<file path="src/rtl/rh_axi4_pkg.sv">
// rh_axi4_pkg: shared AXI4 encodings, W-channel FSM states and burst legality helper
//   burst_e     : AxBURST encodings (FIXED/INCR/WRAP)
//   resp_e      : xRESP encodings (OKAY/EXOKAY/SLVERR/DECERR)
//   wfsm_e      : write-data sequencer states (IDLE/DATA)
//   BOUNDARY_4K : AXI4 address boundary a burst may not cross
package rh_axi4_pkg;

  typedef enum logic [1:0] {
    FIXED = 2'd0,
    INCR  = 2'd1,
    WRAP  = 2'd2
  } burst_e;

  typedef enum logic [1:0] {
    OKAY   = 2'd0,
    EXOKAY = 2'd1,
    SLVERR = 2'd2,
    DECERR = 2'd3
  } resp_e;

  typedef enum logic {
    IDLE = 1'b0,
    DATA = 1'b1
  } wfsm_e;

  localparam int unsigned BOUNDARY_4K = 4096;

  // True when a command may not be issued: an INCR burst whose byte span runs past
  // the 4KB page, or a WRAP burst with a beat count other than 2/4/8/16.
  function automatic logic cmd_illegal(input logic [11:0] addr_lo, input logic [7:0] len,
                                       input logic [2:0] size, input logic [1:0] burst);
    logic [16:0] span;
    logic [16:0] last;
    span = 17'(9'(len) + 9'd1) << size;
    last = 17'(addr_lo) + span;
    if (burst == INCR) return last > 17'(BOUNDARY_4K);
    if (burst == WRAP) return !(len == 8'd1 || len == 8'd3 || len == 8'd7 || len == 8'd15);
    return 1'b0;
  endfunction

endpackage

</file>
<file path="src/rtl/rh_axi4_if.sv">
// rh_axi4_if: AXI4 write-side signal set (AW, W, B channels)
//   master modport : drives AW*/W* payload+valid and BREADY, samples AWREADY/WREADY/B*
//   slave modport  : the mirror image
interface rh_axi4_if #(
  parameter int unsigned AW = 32,
  parameter int unsigned DW = 64,
  parameter int unsigned IW = 4
) ();

  logic          AWVALID;
  logic          AWREADY;
  logic [IW-1:0] AWID;
  logic [AW-1:0] AWADDR;
  logic [7:0]    AWLEN;
  logic [2:0]    AWSIZE;
  logic [1:0]    AWBURST;
  logic [3:0]    AWCACHE;
  logic [2:0]    AWPROT;
  logic [3:0]    AWQOS;
  logic [3:0]    AWREGION;
  logic          AWLOCK;

  logic            WVALID;
  logic            WREADY;
  logic [DW-1:0]   WDATA;
  logic [DW/8-1:0] WSTRB;
  logic            WLAST;

  logic          BVALID;
  logic          BREADY;
  logic [IW-1:0] BID;
  logic [1:0]    BRESP;

  modport master (
    output AWVALID, AWID, AWADDR, AWLEN, AWSIZE, AWBURST, AWCACHE, AWPROT, AWQOS, AWREGION, AWLOCK,
    input  AWREADY,
    output WVALID, WDATA, WSTRB, WLAST,
    input  WREADY,
    input  BVALID, BID, BRESP,
    output BREADY
  );

  modport slave (
    input  AWVALID, AWID, AWADDR, AWLEN, AWSIZE, AWBURST, AWCACHE, AWPROT, AWQOS, AWREGION, AWLOCK,
    output AWREADY,
    input  WVALID, WDATA, WSTRB, WLAST,
    output WREADY,
    output BVALID, BID, BRESP,
    input  BREADY
  );

endinterface

</file>
<file path="src/rtl/rh_sync_fifo.sv">
// rh_sync_fifo: single-clock FIFO, synchronous active-low reset
//   clk, rst_n    : clock / reset
//   push, wdata   : write request and data (ignored when full)
//   pop, rdata    : read request (ignored when empty); rdata shows the head entry
//   empty, full   : status flags
module rh_sync_fifo #(
  parameter int unsigned WIDTH = 8,
  parameter int unsigned DEPTH = 4
) (
  input  logic             clk,
  input  logic             rst_n,
  input  logic             push,
  input  logic [WIDTH-1:0] wdata,
  input  logic             pop,
  output logic [WIDTH-1:0] rdata,
  output logic             empty,
  output logic             full
);

  localparam int unsigned PW = (DEPTH > 1) ? $clog2(DEPTH) : 1;
  localparam int unsigned CW = $clog2(DEPTH + 1);

  logic [WIDTH-1:0] mem [DEPTH];
  logic [PW-1:0]    wptr;
  logic [PW-1:0]    rptr;
  logic [CW-1:0]    count;
  logic             do_push;
  logic             do_pop;

  assign empty   = (count == '0);
  assign full    = (count == CW'(DEPTH));
  assign do_push = push && !full;
  assign do_pop  = pop && !empty;
  assign rdata   = mem[rptr];

  // Storage: no reset needed, only valid entries are ever read.
  always_ff @(posedge clk) begin
    if (do_push) mem[wptr] <= wdata;
  end

  // Pointers and occupancy.
  always_ff @(posedge clk) begin
    if (!rst_n) begin
      wptr  <= '0;
      rptr  <= '0;
      count <= '0;
    end else begin
      if (do_push) wptr <= (wptr == PW'(DEPTH - 1)) ? '0 : wptr + PW'(1);
      if (do_pop)  rptr <= (rptr == PW'(DEPTH - 1)) ? '0 : rptr + PW'(1);
      if (do_push && !do_pop)      count <= count + CW'(1);
      else if (do_pop && !do_push) count <= count - CW'(1);
    end
  end

endmodule

</file>
<file path="src/rtl/rh_axi4_wr_master.sv">
// rh_axi4_wr_master: AXI4 write-master engine
//   Accepts a write command plus a beat stream and drives AW/W/B with WLAST generated
//   from the command length; at most MAX_OUTSTANDING bursts are issued but unresponded.
// Ports
//   ACLK, ARESETN          : clock, synchronous active-low reset
//   cmd_*                  : command handshake and AW payload fields
//   cmd_err                : one-cycle pulse when a command is dropped
//   wd_valid/ready/data/strb : upstream write-data stream (no last; WLAST owned here)
//   axi (master)           : AXI4 AW/W/B channels
//   rsp_valid/ready/id/resp: B-channel pass-through to the traffic source
//   outstanding            : issued-but-unresponded burst count
// Build option
//   RH_AXI4_WR_4K_CHECK_EN : drop INCR bursts crossing 4KB and WRAP bursts with illegal length
module rh_axi4_wr_master
  import rh_axi4_pkg::*;
#(
  parameter int unsigned AW              = 32,
  parameter int unsigned DW              = 64,
  parameter int unsigned IW              = 4,
  parameter int unsigned MAX_OUTSTANDING = 4
) (
  input  logic                                 ACLK,
  input  logic                                 ARESETN,
  input  logic                                 cmd_valid,
  output logic                                 cmd_ready,
  input  logic [AW-1:0]                        cmd_addr,
  input  logic [7:0]                           cmd_len,
  input  logic [2:0]                           cmd_size,
  input  logic [1:0]                           cmd_burst,
  input  logic [IW-1:0]                        cmd_id,
  input  logic [3:0]                           cmd_cache,
  input  logic [2:0]                           cmd_prot,
  input  logic [3:0]                           cmd_qos,
  input  logic [3:0]                           cmd_region,
  input  logic                                 cmd_lock,
  output logic                                 cmd_err,
  input  logic                                 wd_valid,
  output logic                                 wd_ready,
  input  logic [DW-1:0]                        wd_data,
  input  logic [DW/8-1:0]                      wd_strb,
  rh_axi4_if.master                            axi,
  output logic                                 rsp_valid,
  input  logic                                 rsp_ready,
  output logic [IW-1:0]                        rsp_id,
  output logic [1:0]                           rsp_resp,
  output logic [$clog2(MAX_OUTSTANDING+1)-1:0] outstanding
);

  localparam int unsigned OW = $clog2(MAX_OUTSTANDING + 1);

  logic       accept;
  logic       drop;
  logic       issue;
  logic       b_hs;
  logic       w_hs;
  logic       fifo_empty;
  logic       fifo_full;
  logic       fifo_pop;
  logic [7:0] fifo_rdata;
  logic [7:0] cur_len;
  logic [7:0] beat_cnt;
  wfsm_e      wstate;

  // A new command may be taken once the AW register is free and the credit limit allows.
  assign cmd_ready = ARESETN && (!axi.AWVALID || axi.AWREADY) &&
                     (outstanding < OW'(MAX_OUTSTANDING));
  assign accept    = cmd_valid && cmd_ready;
  assign issue     = accept && !drop;

`ifdef RH_AXI4_WR_4K_CHECK_EN
  assign drop = cmd_illegal(cmd_addr[11:0], cmd_len, cmd_size, cmd_burst);

  // Drop notification, high for the cycle after the offending handshake.
  always_ff @(posedge ACLK) begin
    if (!ARESETN) cmd_err <= 1'b0;
    else          cmd_err <= accept && drop;
  end
`else
  assign drop    = 1'b0;
  assign cmd_err = 1'b0;
`endif

  // AW channel register: loads on issue, holds until AWREADY.
  always_ff @(posedge ACLK) begin
    if (!ARESETN) begin
      axi.AWVALID  <= 1'b0;
      axi.AWID     <= '0;
      axi.AWADDR   <= '0;
      axi.AWLEN    <= '0;
      axi.AWSIZE   <= '0;
      axi.AWBURST  <= '0;
      axi.AWCACHE  <= '0;
      axi.AWPROT   <= '0;
      axi.AWQOS    <= '0;
      axi.AWREGION <= '0;
      axi.AWLOCK   <= 1'b0;
    end else if (issue) begin
      axi.AWVALID  <= 1'b1;
      axi.AWID     <= cmd_id;
      axi.AWADDR   <= cmd_addr;
      axi.AWLEN    <= cmd_len;
      axi.AWSIZE   <= cmd_size;
      axi.AWBURST  <= cmd_burst;
      axi.AWCACHE  <= cmd_cache;
      axi.AWPROT   <= cmd_prot;
      axi.AWQOS    <= cmd_qos;
      axi.AWREGION <= cmd_region;
      axi.AWLOCK   <= cmd_lock;
    end else if (axi.AWREADY) begin
      axi.AWVALID  <= 1'b0;
    end
  end

  // Outstanding credit count; a simultaneous issue and response cancel out.
  assign b_hs = axi.BVALID && axi.BREADY;

  always_ff @(posedge ACLK) begin
    if (!ARESETN) begin
      outstanding <= '0;
    end else if (issue && !b_hs) begin
      outstanding <= outstanding + OW'(1);
    end else if (!issue && b_hs && outstanding != '0) begin
      outstanding <= outstanding - OW'(1);
    end
  end

  // Burst lengths in command order; the full guard only matters if a slave
  // answers B before the matching data burst has started.
  assign fifo_pop = (wstate == IDLE) && !fifo_empty;

  rh_sync_fifo #(
    .WIDTH (8),
    .DEPTH (MAX_OUTSTANDING)
  ) u_len_fifo (
    .clk   (ACLK),
    .rst_n (ARESETN),
    .push  (issue),
    .wdata (cmd_len),
    .pop   (fifo_pop),
    .rdata (fifo_rdata),
    .empty (fifo_empty),
    .full  (fifo_full)
  );

  // W sequencer: one burst at a time, WLAST on the beat matching the popped length.
  always_ff @(posedge ACLK) begin
    if (!ARESETN) begin
      wstate   <= IDLE;
      cur_len  <= '0;
      beat_cnt <= '0;
    end else begin
      case (wstate)
        IDLE: begin
          if (!fifo_empty) begin
            wstate   <= DATA;
            cur_len  <= fifo_rdata;
            beat_cnt <= '0;
          end
        end
        DATA: begin
          if (w_hs) begin
            beat_cnt <= beat_cnt + 8'd1;
            if (axi.WLAST) wstate <= IDLE;
          end
        end
        default: wstate <= IDLE;
      endcase
    end
  end

  // Data beats pass straight through while a burst is open.
  assign axi.WVALID = (wstate == DATA) && wd_valid;
  assign wd_ready   = (wstate == DATA) && axi.WREADY;
  assign axi.WDATA  = (wstate == DATA) ? wd_data : '0;
  assign axi.WSTRB  = (wstate == DATA) ? wd_strb : '0;
  assign axi.WLAST  = (wstate == DATA) && (beat_cnt == cur_len);
  assign w_hs       = axi.WVALID && axi.WREADY;

  // Response channel pass-through.
  assign axi.BREADY = rsp_ready;
  assign rsp_valid  = axi.BVALID;
  assign rsp_id     = axi.BID;
  assign rsp_resp   = axi.BRESP;

  logic unused_ok;
  assign unused_ok = fifo_full;

endmodule

</file>
<file path="src/flat_wrapper.sv">
// flat-port wrapper written by rule: the top's interface ports become plain ports
module rh_axi4_wr_master_flat import rh_axi4_pkg::*;
#(
  parameter int unsigned AW              = 32,
  parameter int unsigned DW              = 64,
  parameter int unsigned IW              = 4,
  parameter int unsigned MAX_OUTSTANDING = 4
)
  (ACLK, ARESETN, cmd_valid, cmd_ready, cmd_addr, cmd_len, cmd_size, cmd_burst, cmd_id, cmd_cache, cmd_prot, cmd_qos, cmd_region, cmd_lock, cmd_err, wd_valid, wd_ready, wd_data, wd_strb, rsp_valid, rsp_ready, rsp_id, rsp_resp, outstanding, axi_AWVALID, axi_AWID, axi_AWADDR, axi_AWLEN, axi_AWSIZE, axi_AWBURST, axi_AWCACHE, axi_AWPROT, axi_AWQOS, axi_AWREGION, axi_AWLOCK, axi_AWREADY, axi_WVALID, axi_WDATA, axi_WSTRB, axi_WLAST, axi_WREADY, axi_BVALID, axi_BID, axi_BRESP, axi_BREADY);
  rh_axi4_if #(.AW(AW), .DW(DW), .IW(IW)) axi_i ();
  input  logic ACLK;
  input  logic ARESETN;
  input  logic cmd_valid;
  output logic cmd_ready;
  input  logic [AW-1:0] cmd_addr;
  input  logic [7:0] cmd_len;
  input  logic [2:0] cmd_size;
  input  logic [1:0] cmd_burst;
  input  logic [IW-1:0] cmd_id;
  input  logic [3:0] cmd_cache;
  input  logic [2:0] cmd_prot;
  input  logic [3:0] cmd_qos;
  input  logic [3:0] cmd_region;
  input  logic cmd_lock;
  output logic cmd_err;
  input  logic wd_valid;
  output logic wd_ready;
  input  logic [DW-1:0] wd_data;
  input  logic [DW/8-1:0] wd_strb;
  output logic rsp_valid;
  input  logic rsp_ready;
  output logic [IW-1:0] rsp_id;
  output logic [1:0] rsp_resp;
  output logic [$clog2(MAX_OUTSTANDING+1)-1:0] outstanding;
  output wire logic [$bits(axi_i.AWVALID)-1:0] axi_AWVALID;
  output wire logic [$bits(axi_i.AWID)-1:0] axi_AWID;
  output wire logic [$bits(axi_i.AWADDR)-1:0] axi_AWADDR;
  output wire logic [$bits(axi_i.AWLEN)-1:0] axi_AWLEN;
  output wire logic [$bits(axi_i.AWSIZE)-1:0] axi_AWSIZE;
  output wire logic [$bits(axi_i.AWBURST)-1:0] axi_AWBURST;
  output wire logic [$bits(axi_i.AWCACHE)-1:0] axi_AWCACHE;
  output wire logic [$bits(axi_i.AWPROT)-1:0] axi_AWPROT;
  output wire logic [$bits(axi_i.AWQOS)-1:0] axi_AWQOS;
  output wire logic [$bits(axi_i.AWREGION)-1:0] axi_AWREGION;
  output wire logic [$bits(axi_i.AWLOCK)-1:0] axi_AWLOCK;
  input wire logic [$bits(axi_i.AWREADY)-1:0] axi_AWREADY;
  output wire logic [$bits(axi_i.WVALID)-1:0] axi_WVALID;
  output wire logic [$bits(axi_i.WDATA)-1:0] axi_WDATA;
  output wire logic [$bits(axi_i.WSTRB)-1:0] axi_WSTRB;
  output wire logic [$bits(axi_i.WLAST)-1:0] axi_WLAST;
  input wire logic [$bits(axi_i.WREADY)-1:0] axi_WREADY;
  input wire logic [$bits(axi_i.BVALID)-1:0] axi_BVALID;
  input wire logic [$bits(axi_i.BID)-1:0] axi_BID;
  input wire logic [$bits(axi_i.BRESP)-1:0] axi_BRESP;
  output wire logic [$bits(axi_i.BREADY)-1:0] axi_BREADY;
  assign axi_AWVALID = axi_i.AWVALID;
  assign axi_AWID = axi_i.AWID;
  assign axi_AWADDR = axi_i.AWADDR;
  assign axi_AWLEN = axi_i.AWLEN;
  assign axi_AWSIZE = axi_i.AWSIZE;
  assign axi_AWBURST = axi_i.AWBURST;
  assign axi_AWCACHE = axi_i.AWCACHE;
  assign axi_AWPROT = axi_i.AWPROT;
  assign axi_AWQOS = axi_i.AWQOS;
  assign axi_AWREGION = axi_i.AWREGION;
  assign axi_AWLOCK = axi_i.AWLOCK;
  assign axi_i.AWREADY = axi_AWREADY;
  assign axi_WVALID = axi_i.WVALID;
  assign axi_WDATA = axi_i.WDATA;
  assign axi_WSTRB = axi_i.WSTRB;
  assign axi_WLAST = axi_i.WLAST;
  assign axi_i.WREADY = axi_WREADY;
  assign axi_i.BVALID = axi_BVALID;
  assign axi_i.BID = axi_BID;
  assign axi_i.BRESP = axi_BRESP;
  assign axi_BREADY = axi_i.BREADY;
  rh_axi4_wr_master #(.AW(AW), .DW(DW), .IW(IW), .MAX_OUTSTANDING(MAX_OUTSTANDING)) u_core (.ACLK(ACLK), .ARESETN(ARESETN), .cmd_valid(cmd_valid), .cmd_ready(cmd_ready), .cmd_addr(cmd_addr), .cmd_len(cmd_len), .cmd_size(cmd_size), .cmd_burst(cmd_burst), .cmd_id(cmd_id), .cmd_cache(cmd_cache), .cmd_prot(cmd_prot), .cmd_qos(cmd_qos), .cmd_region(cmd_region), .cmd_lock(cmd_lock), .cmd_err(cmd_err), .wd_valid(wd_valid), .wd_ready(wd_ready), .wd_data(wd_data), .wd_strb(wd_strb), .axi(axi_i), .rsp_valid(rsp_valid), .rsp_ready(rsp_ready), .rsp_id(rsp_id), .rsp_resp(rsp_resp), .outstanding(outstanding));
endmodule
</file>
<file path="config.mk">
export PLATFORM = sky130hd
export DESIGN_NAME = rh_axi4_wr_master_flat
export DESIGN_NICKNAME = d
export VERILOG_FILES = /design/src/rtl/rh_axi4_pkg.sv /design/src/rtl/rh_axi4_if.sv /design/src/rtl/rh_sync_fifo.sv /design/src/rtl/rh_axi4_wr_master.sv /design/src/flat_wrapper.sv
export SDC_FILE = /design/constraint.sdc
export NUM_CORES = 1
export LEC_CHECK = 0
export BUFFER_PORTS_ARGS = -buffer_cell sky130_fd_sc_hd__buf_2
export CAP_MARGIN = 20
export CORE_AREA = 2 2 117 119
export DETAILED_ROUTE_END_ITERATION = 7
export DIE_AREA = 0 0 119 121
export GPL_TIMING_DRIVEN = 0
export PLACE_DENSITY = 0.87
export SLEW_MARGIN = 30
export SYNTH_ARGS = -nofsm -noshare
export SYNTH_HDL_FRONTEND = slang
export SYNTH_SLANG_ARGS = --single-unit
</file>
<file path="constraint.sdc">
create_clock -name ACLK -period 3.3 [get_ports ACLK]
set_input_delay 0 -clock ACLK [delete_from_list [all_inputs] [get_ports ACLK]]
set_output_delay 0 -clock ACLK [all_outputs]
set_load 0.005 [all_outputs]
</file>
==> impl_metrics.ini <==
[sta]
tns_ns = 0
finalSetupViolCount = 0
max_clock_freq_mhz = 378
maxSlewViolCount = 0
skew_ns = 0.00877
tightestPinTransition_ns = 0.632
rsz0062_at_grt = no
finalHoldViolCount = 0
relSlewSlack_pct = 57.9
fin_crit_sh_pct = 80.1
period_needed_ns = 2.64

[logic_synthesis]
avgSynthCellArea_um2 = 9.21
yosysSeqAreaShare_pct = 52.5
synth_cell_types = 38
syn_area_mm2 = 0.00538
synthCells = 584
synthesis.nets = 744
yosysWarningCount = 0
yosys_register_bits = 125

[floorplanning]
pin_count = 305
fp-row-count = 42
dieArea_mm2 = 0.0144
start_util_pct = 41.1
die_x_um = 119
core-area_mm2 = 0.0131
die_y_um = 121

[clock_tree]
hold_buffers = 69
clk_pin_slew_ns = 0.06
ctsRootBufferMaster = clkbuf_16
cts_tree = built
clkLatencyLatePin_ns = 0.41
clockBufferDepth = 2
htree_levels = 4
post_cts_buffers = 0
clock-sinks = 125
cts_buffers = 17
post_cts_resized = 0

[flow_run]
drv_cap = 0

[final_layout]
layout.nets = 1129
postLayoutCoreUtil_pct = 63.8
areaGrowthSynthToFinish_pct = 55.3
layout_commonest_cell = buf_2
multi_input_area_mm2 = 0.00230
n_fill_cell = 1001
seq_area_mm2 = 0.00282
drive_gt1_share_pct = 36.8
final_cell_mix = buf_2 (309), nand2_1 (154), dfxtp_1 (93)

[route]
vias_per_cell = 5.08
wire_per_inst_um = 17.5
drt_iter0_drc = 438
drt_first_pass_iters = 6
drc = 0
drtAntennaViolNets = 0
wl_um = 20300
vias = 5898

[worst_setup_path]
reg2reg_depth = 10
cp_data_arrival_time_ns = 2.98
r2r_setup_slack_ns = 0.66
crit_fanout = 10
crit_start = u_core.u_len_fifo.count[0]$_SDFFE_PN0P_
rr_endpoint = u_core.u_len_fifo.count[2]$_SDFFE_PN0P_
crit_type = flop to flop
crit_path_start_kind = flop
crit_path_end_kind = flop
required_ns = 3.63
endpoint = u_core.u_len_fifo.count[2]$_SDFFE_PN0P_
r2r_start = u_core.u_len_fifo.count[0]$_SDFFE_PN0P_

[global_route]
grt_usage_pct = 27.7
grt.overflow.total = 0
grt_max_degree = 17
grt_pass1_wl_um = 30700
antenna_found_initial = 3
grt_pass1_vias = 5921

[power]
ir_worst_vdd_uv = 444
power_density_mw_per_mm2 = 596
power.leakage_nw = 3.88

[hold_path]
min_path_type = primary input to flop

[outcome]
outcome = completed

[placement]
place.gp.congestion = 0.926
dp_hpwl_um = 14100
io_buffer_count = 297
-- how the worst min path moves through the flow --
stage               slack, ns    startpoint  cells after the start                         endpoint
floorplan                0.08     rsp_ready                      1                       axi_BREADY
global placement         0.17  axi_BRESP[1]                      2                      rsp_resp[1]
detailed placement       0.17  axi_BRESP[1]                      2                      rsp_resp[1]
CTS                      0.02    axi_WREADY                      4  u_core.beat_cnt[2]$_SDFFE_PN0P_
global route             0.05    axi_WREADY                      4  u_core.beat_cnt[2]$_SDFFE_PN0P_
finish                   0.03    axi_WREADY                      4  u_core.beat_cnt[2]$_SDFFE_PN0P_
-- cell families (layout without fill, tap and decap cells) --
| kind of cell | count (synthesis) | after routing | share of synthesized area (%) |
|---|---|---|---|
| compound gates | 89 | 89 | 9.12 |
| xor+xnor | 17 | 17 | 2.77 |
| fa+ha+maj | 9 | 9 | 2.37 |
| buf+inv | 54 | 452 | 4.68 |
| flops | 125 | 125 | 52.5 |
| mux | 12 | 12 | 4.10 |
| other cells | 1 | 4 | 0.0697 |
| simple gates | 277 | 277 | 24.4 |
-- worst max-delay path: stages, from the launching register on --
cell     delay [ns]
dfxtp_1        0.36
nor3_1         0.36
nor2_2         0.18
inv_1          0.18
buf_2          0.24
ha_1           0.21
inv_1          0.06
fa_1           0.37
xor2_1         0.16
or3_1          0.31
a21oi_1        0.13
-- registers in the layout, summed over array words and instances (netlist names), 4 cells and up --
| register | count |
|---|---|
| u_core.cur_len | 8 |
| u_core.beat_cnt | 8 |
| u_core.u_len_fifo.mem | 32 |
| u_core.axi.AWLEN | 8 |
| u_core.axi.AWID | 4 |
| u_core.axi.AWREGION | 4 |
| u_core.axi.AWCACHE | 4 |
| u_core.axi.AWQOS | 4 |
| u_core.axi.AWADDR | 32 |
-- stage by stage --
step	instance area, um2	setup slack (ns)	hold WS, ns	power (mW)	std cells
3_5_place_dp	7080	0.701	0.167	3.16	1057
6_report	8350	0.658	0.0333	4.98	1161
5_1_grt	8350	0.425	0.0523	5.22	1161
3_3_place_gp	7080	0.728	0.166	3.12	1057
2_1_floorplan	5380	1.01	0.0808	2.56	584
4_1_cts	8340	0.667	0.0173	4.97	1158
-- final cells by class --
| cell class | count | share of cell area [%] |
|---|---|---|
| Antenna cell | 3 | 0.0899 |
| Buffer | 45 | 2.61 |
| Clock buffer | 20 | 5.61 |
| Clock inverter | 12 | 1.18 |
| Inverter | 9 | 0.405 |
| Multi-Input combinational cell | 405 | 27.6 |
| Sequential cell | 125 | 33.8 |
| Tap cell | 176 | 2.64 |
| Timing Repair Buffer | 366 | 26.1 |
-- per-layer routing --
layer,GRT usage (%),wire (um),vias up
met3,8.04,1830,89
met2,49.7,10400,410
met1,29.0,6980,2696
met4,15.3,1150,0
met5,0,0,-
li1,-,-,2703
-- power breakdown --
group | internal [mW] | switching, mW
registers | 1.70 | 0.0918
clock network | 1.04 | 0.721
logic | 0.665 | 0.750
total | 3.41 | 1.56
-- synth_stat cells (all sizes together) --
cell type	count	area share [%]
o311a	1	0.19
nor2	19	1.4
or3	2	0.23
a31oi	1	0.12
clkbuf	22	1.5
mux4	8	3.4
xnor2	10	1.6
nor4	2	0.23
nor2b	2	0.23
nand2	154	11
nand3	5	0.47
a21oi	79	7.4
nor3	5	0.67
a221oi	2	0.33
o211ai	1	0.14
o2111ai	1	0.16
and3	2	0.23
conb	1	0.070
a2111oi	1	0.51
nand2b	2	0.37
and4	1	0.16
and2	78	9.1
edfxtp	32	18
o21ai	2	0.19
mux2i	4	0.74
nand4	5	0.58
ha	7	1.6
inv	9	0.63
buf	23	2.5
dfxtp	93	35
o21a	1	0.14
fa	2	0.74
xor2	7	1.1
(Power assumes the default switching activity.)
